### src/rtl/line_burst_adapter.sv
// line_burst_adapter
//   Converts one 256-bit cache line read/write into a BEATS-beat, 64-bit
//   burst toward memory. A one-cycle resp_o follows burst completion.
//   Cache side : line_address_i, line_i, line_o, read_i, write_i, resp_o
//   Memory side: burst_address_o, burst_i, burst_o, read_o, write_o, resp_i
//   Every output is either a register or a decode of the state register,
//   so no input reaches an output combinationally.
module line_burst_adapter #(
  parameter int BEATS = 4
) (
  input  logic         clk,
  input  logic         rst,
  // cache side
  input  logic [31:0]  line_address_i,
  input  logic [255:0] line_i,
  output logic [255:0] line_o,
  input  logic         read_i,
  input  logic         write_i,
  output logic         resp_o,
  // memory side
  output logic [31:0]  burst_address_o,
  input  logic [63:0]  burst_i,
  output logic [63:0]  burst_o,
  output logic         read_o,
  output logic         write_o,
  input  logic         resp_i
);

  localparam int CW = (BEATS > 1) ? $clog2(BEATS) : 1;

  typedef enum logic [1:0] {IDLE, RD, WR, DONE} state_t;

  state_t          state_q, state_d;
  logic [CW-1:0]   cnt;
  logic [CW-1:0]   cnt_nxt;
  logic [255:0]    wbuf;
  logic            last_beat;

  // Offset bits are dropped by line alignment.
  logic unused_addr_lsbs;
  assign unused_addr_lsbs = ^line_address_i[4:0];

  assign cnt_nxt   = cnt + 1'b1;
  assign last_beat = (cnt == CW'(BEATS - 1));

  always_ff @(posedge clk) begin
    if (rst) state_q <= IDLE;
    else     state_q <= state_d;
  end

  always_comb begin
    state_d = state_q;
    read_o  = 1'b0;
    write_o = 1'b0;
    resp_o  = 1'b0;
    case (state_q)
      IDLE: begin
        // read wins when both requests are raised together
        if (read_i)       state_d = RD;
        else if (write_i) state_d = WR;
      end
      RD: begin
        read_o = 1'b1;
        if (resp_i && last_beat) state_d = DONE;
      end
      WR: begin
        write_o = 1'b1;
        if (resp_i && last_beat) state_d = DONE;
      end
      DONE: begin
        resp_o  = 1'b1;
        state_d = IDLE;
      end
      default: state_d = IDLE;
    endcase
  end

  always_ff @(posedge clk) begin
    if (rst) begin
      cnt             <= '0;
      wbuf            <= '0;
      line_o          <= '0;
      burst_o         <= '0;
      burst_address_o <= '0;
    end else begin
      case (state_q)
        IDLE: begin
          if (read_i || write_i) begin
            burst_address_o <= {line_address_i[31:5], 5'b0};
            cnt             <= '0;
          end
          if (!read_i && write_i) begin
            wbuf    <= line_i;
            // beat 0 is presented on the very first write_o cycle
            burst_o <= line_i[63:0];
          end
        end
        RD: begin
          if (resp_i) begin
            line_o[64*cnt +: 64] <= burst_i;
            cnt                  <= cnt_nxt;
          end
        end
        WR: begin
          if (resp_i) begin
            cnt <= cnt_nxt;
            // hold the final beat rather than wrapping back to beat 0
            if (!last_beat) burst_o <= wbuf[64*cnt_nxt +: 64];
          end
        end
        default: ;
      endcase
    end
  end

endmodule

### config.mk
export PLATFORM = sky130hd
export DESIGN_NAME = line_burst_adapter
export DESIGN_NICKNAME = d
export VERILOG_FILES = /design/src/rtl/line_burst_adapter.sv
export SDC_FILE = /design/constraint.sdc
export NUM_CORES = 1
export LEC_CHECK = 0
export CORE_AREA = 2 2 276 278
export CTS_BUF_LIST = sky130_fd_sc_hd__clkbuf_4
export DETAILED_ROUTE_END_ITERATION = 12
export DIE_AREA = 0 0 278 280
export GPL_TIMING_DRIVEN = 0
export HOLD_SLACK_MARGIN = 0.15
export PLACE_DENSITY = 0.63
export RECOVER_POWER = 50
export SLEW_MARGIN = 10
export SYNTH_ARGS = -nofsm -noshare
export SYNTH_HDL_FRONTEND = slang
export SYNTH_SLANG_ARGS = --single-unit
### constraint.sdc
create_clock -name clk -period 2.2 [get_ports clk]
set_input_delay 0.44 -clock clk [delete_from_list [all_inputs] [get_ports clk]]
set_output_delay 0.44 -clock clk [all_outputs]
set_load 0.03 [all_outputs]
==> metrics.md <==
| Metric | Value |
|---|---|
| Design Area, Final | 0.0362 mm2 |
| Fill count | 7390 |
| Reg2reg start | state_q[1] |
| Share of layout cells above drive strength 1 | 20.0% |
| Initial cell density of the core | 30.5% |
| Die Y | 280 um |
| Post-synthesis cell count | 2712 |
| Remaining DRCs | 0 |
| Row count | 101 |
| Top cell type's share of synthesized area | a little over half |
| Vias in the first global route | 24100 |
| Clk_skew | 0.0825 ns |
| Final WL | about 110000 um |
| Final hold vios | 0 |
| Via count | 25000 |
| Period minus WS final | 2.23 ns |
| First-pass GRT wire length | 155000 um |
| Post-route insts no fill | 5036 |
| Syn-to-layout area delta | 57.8% |
| Initial antenna violation count | 12 |
| Worst Tran Pin Value | 1.10 ns |
| Core area | 0.0752 mm2 |
| Nets | 4301 |
| Final period util | 101% |
| Pin count of the biggest net entering global routing | 17 |
| Unrepaired setup endpoints after global routing | true |
| Top_reg_cell synth | dfxtp_1 |
| All-Layer GR Usage | 26.8% |
| PortBufs | 699 |
| Relative slew slack | 26.5% |
| Cell taking the most area after synthesis | dfxtp_1 |
| Multi-input logic area | 0.00973 mm2 |
| Pre-CTS setup slack | -1.26 ns |
| WL met2 | ~52000 um |
| Final setup fails | 1 |
| Yosys warning total | 0 |
| DP HPWL | around 80000 um |
| Final Core Density | between 40% and 50% |
| Die width | 278 um |
| Max Root-Sink Buffers | 3 |
| I/O pins | ~700 |
| Detailed Routing Iterations Pass 1 | 5 |
| CTS Buf Count | 166 |
| Crit path launch | state_q[1] |
| Clock-pin slew on the worst setup and hold paths | about 0.060 ns |
| Synth top area cells | dfxtp_1 53%, nand2_1 9.3%, a22oi_1 6.6% |
| Syn Area/Cell | 8.45 um2 |
| Number of flops mapped to enable cells by yosys | 0 |
| Register area share after synthesis | between 50% and 60% |
| HP Class | in -> reg |
| FF+latch count, synth | 607 |
| Htree depth | 4 |
| Post-synthesis cell type count | 37 |
| Leakage | 14.3 nW |
| Routed Antenna Nets | 0 |
| Fin Setup TNS | -0.0326 ns |
| CTS tree | yes |
| Hold_ws | 0.258 ns |
| Crit end category | output port |
| Placer congestion estimate | between 0.9 and 1 |
| Synth Cell Area | between 0.02 and 0.025 mm2 |
| Status | finished, violations left |
| Worst VDD drop | roughly 0.5 mV |
| Hold_sp | burst_i[29] |
| Final WS setup | -0.0326 ns |
| Power Density | between 900 and 1000 mW/mm2 |
| Die area | 0.0778 mm2 |
| Failing checks | negative setup slack |
| CP Data Required Time | 1.76 ns |
| Uppermost layer routed | met5 |
| CP Launch Type | flop |
| Iter 0 DRT Violations | 1543 |
| WP data arrival | between 1.5 and 2 ns |
| Vias per cell | 4.95 |
| CP max FO | 5 |
| Fmax | 0.448 GHz |
| Fin. max-slew vios | 0 |
| Placement Cell Area | 0.0312 mm2 |
| Gr ovfl total | 0 |
| # Max-Cap Violations | 0 |
| Crit Path Category | reg -> out |
| DR WL/cell | 21.5 um |
| Synth top cells by count | 607 x dfxtp_1, 570 x nand2_1, 335 x nor2_1, 284 x a21oi_1, 202 x a22oi_1 |
| Met3 WL post-DR | 8270 um |
| Root Buffer | clkbuf_4 |
| Most common cell in the netlist | dfxtp_1 |
| Clk_lat worst skew | 1.06 ns |
| Clk sinks | 607 |
| FF/Latch Area | 0.0122 mm2 |
| Final Power | 32.8 mW |
| Ys async rst share | 0% |
| Placed cells | 4394 |
| Wl on met1 | 42700 um |
-- kinds of logic after synthesis --
kind of cell | count (synthesis) | share of synthesized area (%)
and+or+nand+nor | 1051 | 18.3
AOI/OAI and AO/OA | 611 | 16.9
DFF | 607 | 53.0
buffers and inverters | 299 | 5.36
muxes | 132 | 5.77
adders and majority gates | 11 | 0.601
other | 1 | 0.0164
-- path summary, 6_finish.rpt --
check	to	slack, ns	cells after the start
max reg2reg	line_o[214]	0.05	7
min	line_o[157]	0.26	3
max	read_o	-0.03	3
min reg2reg	wbuf[202]	0.45	2
-- worst max-delay path, stage by stage, from the launching register on --
cell     delay (ns)
dfxtp_4        0.37
inv_4          0.08
ha_4           0.19
buf_6          0.14
-- cells in the final DEF, fill, tap and decap left out, drive strengths merged --
master         netlist  layout
a211oi               1       1
a21oi              284     284
a221oi               1       1
a22o                55      55
a22oi              202     202
a31oi                1       1
and3b                1       1
buf                 55     319
bufinv               0       1
clkbuf             175     412
clkdlybuf4s15        0     100
clkdlybuf4s18        0       6
clkdlybuf4s50        0     349
clkinv               0      35
clkinvlp             0       1
conb                 1       5
dfxtp              607     607
diode                0       9
dlygate4sd3          0     330
ha                  11      11
inv                 69      78
mux2                 1       1
mux2i              131     131
nand2              570     570
nand2b               3       4
nand3                4       4
nand3b               1       1
nor2               335     335
nor2b                3       3
nor3               128     128
nor3b                1       1
nor4                 3       3
nor4b                2       2
o211a                1       1
o211ai               1       1
o21ai                1       1
o22ai               64      64
-- routing by layer --
metal | GRT usage, % | vias up
li1 | - | 11800
met1 | 31.1 | 11800
met2 | 45.9 | 1077
met3 | 7.09 | 257
met4 | 12.8 | 12
met5 | 0 | -
-- timing repair --
action | in CTS | in global routing
endpoints found under the setup margin | 915 | 493
cloned | 2 | 0
hold buffers | 330 | 0
buffers inserted | 18 | 3
resized for setup | 1680 | 117
pin swaps | 6 | 3
hold endpoints to repair | 450 | 0
-- where the power goes --
part / total [mW] / internal [mW] / switching (mW)
clock: 10.3 / 5.15 / 5.12
combinational: 9.59 / 3.60 / 6.00
sequential: 13.0 / 12.2 / 0.754
-- area by class of cell --
class                           instances  share of cell area [%]
Tap cell                              978                    3.38
Antenna cell                            9                  0.0623
Multi-Input combinational cell       1811                    26.9
Inverter                               69                   0.737
Sequential cell                       607                    33.7
Buffer                                226                    3.28
Clock inverter                         46                   0.803
Timing Repair Buffer                 1052                    26.2
Clock buffer                          238                    4.94
-- flip-flops by register name, indices dropped and copies added, names as in the netlist --
| register | count |
|---|---|
| wbuf | 256 |
| cnt | 2 |
| burst_address_o | 27 |
| line_o | 256 |
| state_q | 2 |
| burst_o | 64 |
(Power assumes the default switching activity.)
